===== src/rtl/led_pkg.sv =====
`default_nettype none
// ============================================================================
//  Package    : led_pkg
//  Description: Shared definitions for the multi-channel LED driver:
//               channel mode encodings and the channel-select width helper.
//  Revision   : 1.0  initial release
// ============================================================================
package led_pkg;

   // Channel operating modes, as written on the config port.
   localparam logic [1:0] MODE_OFF   = 2'd0;
   localparam logic [1:0] MODE_ON    = 2'd1;
   localparam logic [1:0] MODE_BLINK = 2'd2;
   localparam logic [1:0] MODE_PWM   = 2'd3;

   // Channel-select width; a single channel still gets a one-bit select.
   function automatic int ch_w(input int n);
      return (n <= 1) ? 1 : $clog2(n);
   endfunction

endpackage
`default_nettype wire


===== src/rtl/led_channel.sv =====
`default_nettype none
// ============================================================================
//  Module     : led_channel
//  Description: One LED channel. Holds the channel's mode/half-period/duty
//               configuration, the blink counter and phase bit, and the
//               registered (optionally inverted) LED output.
//  Revision   : 1.0  initial release
// ============================================================================
module led_channel
   import led_pkg::*;
#(
   parameter int   CNT_W    = 16,
   parameter int   PWM_W    = 8,
   parameter int   DEF_HALF = 250,
   parameter logic INV      = 1'b0
) (
   input  logic             clk_i,
   input  logic             rst_ni,
   input  logic             we_i,
   input  logic             sync_i,
   input  logic             tick_i,
   input  logic [1:0]       mode_i,
   input  logic [CNT_W-1:0] half_i,
   input  logic [PWM_W-1:0] duty_i,
   input  logic [PWM_W-1:0] pwm_cnt_i,
   output logic             led_o
);

   // Reset duty is exactly half scale.
   localparam logic [PWM_W-1:0] c_def_duty = PWM_W'(1) << (PWM_W - 1);
   localparam logic [CNT_W-1:0] c_def_half = CNT_W'(DEF_HALF);

   logic [1:0]       mode_q,  mode_d;
   logic [CNT_W-1:0] half_q,  half_d;
   logic [PWM_W-1:0] duty_q,  duty_d;
   logic [CNT_W-1:0] cnt_q,   cnt_d;
   logic             state_q, state_d;
   logic             led_q,   led_d;

   logic [CNT_W-1:0] eff_half;
   logic             raw_lvl;

   // A zero half-period would never expire, so it is treated as one tick.
   assign eff_half = (half_q == '0) ? CNT_W'(1) : half_q;

   // Raw level from the current mode; PWM is an unsigned compare against the shared counter.
   always_comb begin
      raw_lvl = 1'b0;
      case (mode_q)
         MODE_OFF:   raw_lvl = 1'b0;
         MODE_ON:    raw_lvl = 1'b1;
         MODE_BLINK: raw_lvl = state_q;
         MODE_PWM:   raw_lvl = (pwm_cnt_i < duty_q);
         default:    raw_lvl = 1'b0;
      endcase
   end

   // Next-state: a write or SYNC clears the blink timer and beats any coincident tick.
   always_comb begin
      mode_d  = mode_q;
      half_d  = half_q;
      duty_d  = duty_q;
      cnt_d   = cnt_q;
      state_d = state_q;
      led_d   = raw_lvl ^ INV;
      if (we_i) begin
         mode_d  = mode_i;
         half_d  = half_i;
         duty_d  = duty_i;
         cnt_d   = '0;
         state_d = 1'b0;
      end else if (sync_i) begin
         cnt_d   = '0;
         state_d = 1'b0;
      end else if (tick_i) begin
         // ">=" so that lowering the half-period below the count toggles on the next tick.
         if (cnt_q >= eff_half - CNT_W'(1)) begin
            cnt_d   = '0;
            state_d = ~state_q;
         end else begin
            cnt_d   = cnt_q + CNT_W'(1);
         end
      end
   end

   // Channel registers; reset leaves the channel blinking at the default rate.
   always_ff @(posedge clk_i or negedge rst_ni) begin
      if (!rst_ni) begin
         mode_q  <= MODE_BLINK;
         half_q  <= c_def_half;
         duty_q  <= c_def_duty;
         cnt_q   <= '0;
         state_q <= 1'b0;
         led_q   <= INV;
      end else begin
         mode_q  <= mode_d;
         half_q  <= half_d;
         duty_q  <= duty_d;
         cnt_q   <= cnt_d;
         state_q <= state_d;
         led_q   <= led_d;
      end
   end

   assign led_o = led_q;

endmodule
`default_nettype wire


===== src/rtl/multi_led_blinker.sv =====
`default_nettype none
// ============================================================================
//  Module     : multi_led_blinker
//  Description: N-channel LED driver. Shared prescaler tick and free-running
//               PWM counter, config-write decode and SYNC fan-out to one
//               led_channel per output.
//  Revision   : 1.0  initial release
// ============================================================================
module multi_led_blinker
   import led_pkg::*;
#(
   parameter int          NUM_CH    = 2,
   parameter int          CLK_HZ    = 12_000_000,
   parameter int          TICK_HZ   = 1000,
   parameter int          CNT_W     = 16,
   parameter int          DEF_HALF  = 250,
   parameter int          PWM_W     = 8,
   parameter logic [15:0] PHASE_INV = 16'b10,
   localparam int         CH_W      = ch_w(NUM_CH)
) (
   input  logic              clk_i,
   input  logic              rst_ni,
   input  logic              cfg_we_i,
   input  logic [CH_W-1:0]   cfg_ch_i,
   input  logic [1:0]        cfg_mode_i,
   input  logic [CNT_W-1:0]  cfg_half_i,
   input  logic [PWM_W-1:0]  cfg_duty_i,
   input  logic              sync_i,
   output logic              tick_o,
   output logic [NUM_CH-1:0] led_o
);

   localparam int c_tick_div = CLK_HZ / TICK_HZ;
   localparam int c_pre_w    = $clog2(c_tick_div);
   localparam logic [c_pre_w-1:0] c_pre_last = c_pre_w'(c_tick_div - 1);

   logic [1:0]         rst_sync_q;
   logic               rst_n_int;
   logic [c_pre_w-1:0] presc_q, presc_d;
   logic               tick_q,  tick_d;
   logic [PWM_W-1:0]   pwm_q,   pwm_d;

   // Reset asserts immediately but is released only on a clock edge.
   always_ff @(posedge clk_i or negedge rst_ni) begin
      if (!rst_ni) begin
         rst_sync_q <= 2'b00;
      end else begin
         rst_sync_q <= {rst_sync_q[0], 1'b1};
      end
   end

   assign rst_n_int = rst_sync_q[1];

   // Prescaler wraps at TICK_DIV-1; the tick pulse follows the terminal count by one cycle.
   always_comb begin
      presc_d = (presc_q == c_pre_last) ? '0 : presc_q + c_pre_w'(1);
      tick_d  = (presc_q == c_pre_last);
      pwm_d   = pwm_q + PWM_W'(1);
      if (sync_i) begin
         presc_d = '0;
         tick_d  = 1'b0;
         pwm_d   = '0;
      end
   end

   // Shared timebase registers.
   always_ff @(posedge clk_i or negedge rst_n_int) begin
      if (!rst_n_int) begin
         presc_q <= '0;
         tick_q  <= 1'b0;
         pwm_q   <= '0;
      end else begin
         presc_q <= presc_d;
         tick_q  <= tick_d;
         pwm_q   <= pwm_d;
      end
   end

   assign tick_o = tick_q;

   // One channel per LED; a write addressed past the last channel matches none of them.
   for (genvar i = 0; i < NUM_CH; i++) begin : g_ch
      logic ch_we;
      assign ch_we = cfg_we_i && (cfg_ch_i == CH_W'(i));

      led_channel #(
         .CNT_W    (CNT_W),
         .PWM_W    (PWM_W),
         .DEF_HALF (DEF_HALF),
         .INV      (PHASE_INV[i])
      ) u_ch (
         .clk_i     (clk_i),
         .rst_ni    (rst_n_int),
         .we_i      (ch_we),
         .sync_i    (sync_i),
         .tick_i    (tick_q),
         .mode_i    (cfg_mode_i),
         .half_i    (cfg_half_i),
         .duty_i    (cfg_duty_i),
         .pwm_cnt_i (pwm_q),
         .led_o     (led_o[i])
      );
   end

endmodule
`default_nettype wire


===== config.mk =====
export PLATFORM = sky130hd
export DESIGN_NAME = multi_led_blinker
export DESIGN_NICKNAME = d
export VERILOG_FILES = /design/src/rtl/led_pkg.sv /design/src/rtl/led_channel.sv /design/src/rtl/multi_led_blinker.sv
export SDC_FILE = /design/constraint.sdc
export NUM_CORES = 1
export LEC_CHECK = 0
export ABC_AREA = 1
export BUFFER_PORTS_ARGS = -buffer_cell sky130_fd_sc_hd__buf_2
export CAP_MARGIN = 20
export CORE_MARGIN = 5
export CORE_UTILIZATION = 65
export CTS_CLUSTER_SIZE = 10
export DETAILED_ROUTE_END_ITERATION = 10
export PLACE_DENSITY = 0.95
export SLEW_MARGIN = 30
export SYNTH_ARGS = -nofsm -noshare
export SYNTH_HDL_FRONTEND = slang
export SYNTH_HIERARCHICAL = 1
export SYNTH_SLANG_ARGS = --single-unit

===== constraint.sdc =====
create_clock -name clk_i -period 6 [get_ports clk_i]
set_clock_uncertainty 0.2 [all_clocks]
set_input_delay 1.8 -clock clk_i [delete_from_list [all_inputs] [get_ports clk_i]]
set_output_delay 1.8 -clock clk_i [all_outputs]
set_load 0.01 [all_outputs]

==> metrics.yaml <==
timing.critical_path.slowest_stage_cell: "dfstp_2"
switching_power_w: 0.000611
die-area_um2: 12900
wire_length_of_the_first_global_routing_pass_um: 29300
routed_wirelength_um: 17100
n_antenna_cell: 0
final-setup-viol-count: 0
antenna_left: 0
hold_class: "reg2async"
drv.max_cap_violation_count: 0
power_density_nw_per_um2: 301
synth.distinct_cells: 35
cts.repair.resized: 0
drv_slew: 0
worst-setup-path-type: "reg2reg"
detailedRoute.firstIterationViolations: 500
fin_crit_ns: 3.80
place.port_buffers: 33
cp-start-kind: "register"
grt_pass1_vias: 6219
syn2layout_area_growth_pct: 13.8
synth_cells: 868
grt_antenna_before_repair: 0
syn_area_per_cell_um2: 8.06
ctsHoldBuffers: 0
clock_latency_ns: 0.53
netlist_area_um2: 7000
route.detailed.vias_per_inst: 5.76
clock_tree.buffer_depth: 2
io_pins: 34
detail_route.drc_violations: 0
synth_seq_area_share_pct: 40.7
crit_path_cell_trace: "nor2_1 > nand3_1 > inv_1 > nand3_1 > nand2_1 > inv_1 > ha_1 > nand2_1 > nor2_2 > nand3_1 > nor3_2 > xor2_1 > inv_1 > ha_1 > nand2_1 > inv_1 > nand3_1 > a21oi_1 > nor2_1 > nand2_2 > nand2_1 > and2_1"
synth_nets: 952
run_status: "complete, no violations"
placementRows: 37
synth-seq-cells: 113
worst-path-max-fanout: 17
globalRouteTotalUtil_pct: 28.6
numCtsBuffers: 17
grt_setup_unrepaired: "false"
setup_tns_ns: 0
synth_edf_count: 0
fin_nets: 990
die_y_um: 114
pint_w: 0.00178
power_frac_comb_pct: 13.7
clkSlewWorstSetupHoldPaths_ns: 0.06
critical-path-max-stage-delay_ns: 0.56
yosys_most_used_dff: "dfrtp_1"
clock_tree.htree_level_count: 4
clockRootBuffer: "clkbuf_8"
sink_count_of_the_clock_tree: 113
post_cts_setup_bufs: 0
worst_ep_arrival_ns: 4.02
max-slew-margin-rel_pct: 47.2
grt_start_max_net_pins: 73
fin_util_pct: 76.4
gp_congestion: 0.878
cts_tree: "done"
clock_power_share_pct: 49.2
worst_slew_pin_slew_ns: 0.789
vias: 6077
globalRoute.totalOverflow: 0
leakage_nw: 3.86
switching_part_of_the_total_power_pct: 25.5
worst_setup_path_end_kind: "register"
synthArstFlopShare_pct: 100
drt-pass1-iter-count: 6
vdd.ir_drop.worst_v: 0.000228
required_ns: 6.21
fp.dieW_um: 114
core_um2: 10400
initial_core_util_pct: 67.2
max_freq_mhz: 263
routedWlPerCell_um: 16.2
sequential_cell_fraction_of_total_power_pct: 37.1
synth_warnings: 6
final_min_period_over_clock_period_pct: 63.4
dp.final_hpwl_um: 11100
drive_above_1_share_pct: 15.6
finalHoldViolations: 0
## cell usage in the layout, fill, tap and decap left out, types with 3 or more instances in the layout
cell,netlist,final
nor3_1,10,10
nand2_1,205,205
nor2_2,12,12
bufinv_16,0,7
nor2_1,88,87
inv_1,111,111
a21boi_0,3,3
a21oi_1,32,32
inv_2,3,3
ha_1,53,53
and2_1,3,3
buf_2,5,33
dfrtp_1,96,95
xor2_1,37,37
a21oi_2,11,11
nand4_1,20,20
o21ai_0,55,55
nor2_4,5,6
nand3_1,41,41
clkinv_2,0,4
clkbuf_8,0,4
dfstp_2,17,17
nand2_4,3,3
clkbuf_16,0,16
mux2_2,13,13
xnor2_1,13,13
nand2_2,5,5
## area by class of cell
cell class                      instances  area (um2)
Clock inverter                         11         230
Fill cell                             666        2460
Inverter                              114         428
Timing Repair Buffer                   36         191
Sequential cell                       113        2850
Clock buffer                           21         459
Tap cell                              136         170
Multi-Input combinational cell        624        3630
## final timing paths
check,slack [ns],endpoint,start,cells past startpoint
max,2.20,g_ch[0].u_ch/cnt_q[14],g_ch[0].u_ch/half_q[3],22
min,0.10,g_ch[0].u_ch/duty_q[4],rst_sync_q[1],0
max reg2reg,2.20,g_ch[0].u_ch/cnt_q[14],g_ch[0].u_ch/half_q[3],22
min reg2reg,0.10,g_ch[0].u_ch/duty_q[4],rst_sync_q[1],0
max in group asynchronous,4.48,g_ch[1].u_ch/cnt_q[1],rst_sync_q[1],1
min in group clk_i,0.16,rst_sync_q[1],rst_sync_q[0],0
## flip-flops by register name, indices dropped and copies added (netlist names)
signal and count:
g_ch.u_ch/cnt_q 32, g_ch.u_ch/half_q 32, g_ch.u_ch/duty_q 16, presc_q 14
pwm_q 8, g_ch.u_ch/mode_q 4, g_ch.u_ch/led_o 2, g_ch.u_ch/state_q 2
rst_sync_q 2, tick_o 1
## cells by family (layout without fill, tap and decap cells)
logic type | count (synthesis) | in the layout | share of synthesized area (%)
flops | 113 | 113 | 40.7
mux | 13 | 13 | 2.09
xor+xnor | 50 | 50 | 6.26
buf+inv | 131 | 182 | 7.55
compound gates | 105 | 105 | 8.35
fa+ha+maj | 53 | 53 | 9.48
other cells | 1 | 1 | 0.0536
simple gates | 402 | 402 | 25.5
## power by group through the flow
stage / sequential, W / clock (W) / combinational (W)
after detailed placement: 0.000897 / 0 / 0.000311
final: 0.000888 / 0.00118 / 0.000328
after global placement: 0.000893 / 0 / 0.000290
after global routing: 0.000896 / 0.00123 / 0.000370
after floorplan: 0.000890 / 0 / 0.000227
after CTS: 0.000887 / 0.00119 / 0.000325
## metal layers
| layer | vias to the layer above | share of wire (%) | global-route usage (%) |
|---|---|---|---|
| met4 | 0 | 3.7 | 16.3 |
| met2 | 261 | 51 | 47.9 |
| met5 | - | 0 | 0 |
| met1 | 2901 | 40 | 34.4 |
| li1 | 2857 | - | - |
| met3 | 58 | 6.0 | 5.84 |
## synthesized netlist by cell type (4+ instances only)
cell type | n | area, um2
nand2_1 | 205 | 769
inv_1 | 111 | 417
dfrtp_1 | 96 | 2400
nor2_1 | 88 | 330
o21ai_0 | 55 | 275
ha_1 | 53 | 663
nand3_1 | 41 | 205
xor2_1 | 37 | 324
a21oi_1 | 32 | 160
nand4_1 | 20 | 125
dfstp_2 | 17 | 447
mux2_2 | 13 | 146
xnor2_1 | 13 | 114
nor2_2 | 12 | 75.1
a21oi_2 | 11 | 96.3
nor3_1 | 10 | 50.1
clkbuf_1 | 7 | 26.3
buf_2 | 5 | 25.0
nand2_2 | 5 | 31.3
nor2_4 | 5 | 56.3
buf_6 | 4 | 45.0
## critical path, delay by kind of cell, from the launching register on
| kind | cells | cell delay (ns) |
|---|---|---|
| and+or+nand+nor | 14 | 1.92 |
| xor gates and xnor gates | 1 | 0.16 |
| adders and majority gates | 2 | 0.45 |
| DFF | 1 | 0.56 |
| AOI/OAI and AO/OA | 1 | 0.13 |
| buffers and inverters | 4 | 0.29 |
## metrics by stage
stage	hold slack [ns]	area [um2]	std cells	total power [W]	setup slack, ns
after global placement	0.114	7260	1023	0.00118	1.97
after global routing	0.162	7960	1055	0.00250	1.84
after floorplan	0.131	7000	868	0.00112	2.45
after detailed placement	0.118	7260	1023	0.00121	1.90
after CTS	0.127	7950	1055	0.00240	2.23
final	0.105	7960	1055	0.00239	2.20
No activity file was read; power rests on OpenSTA's default activity.
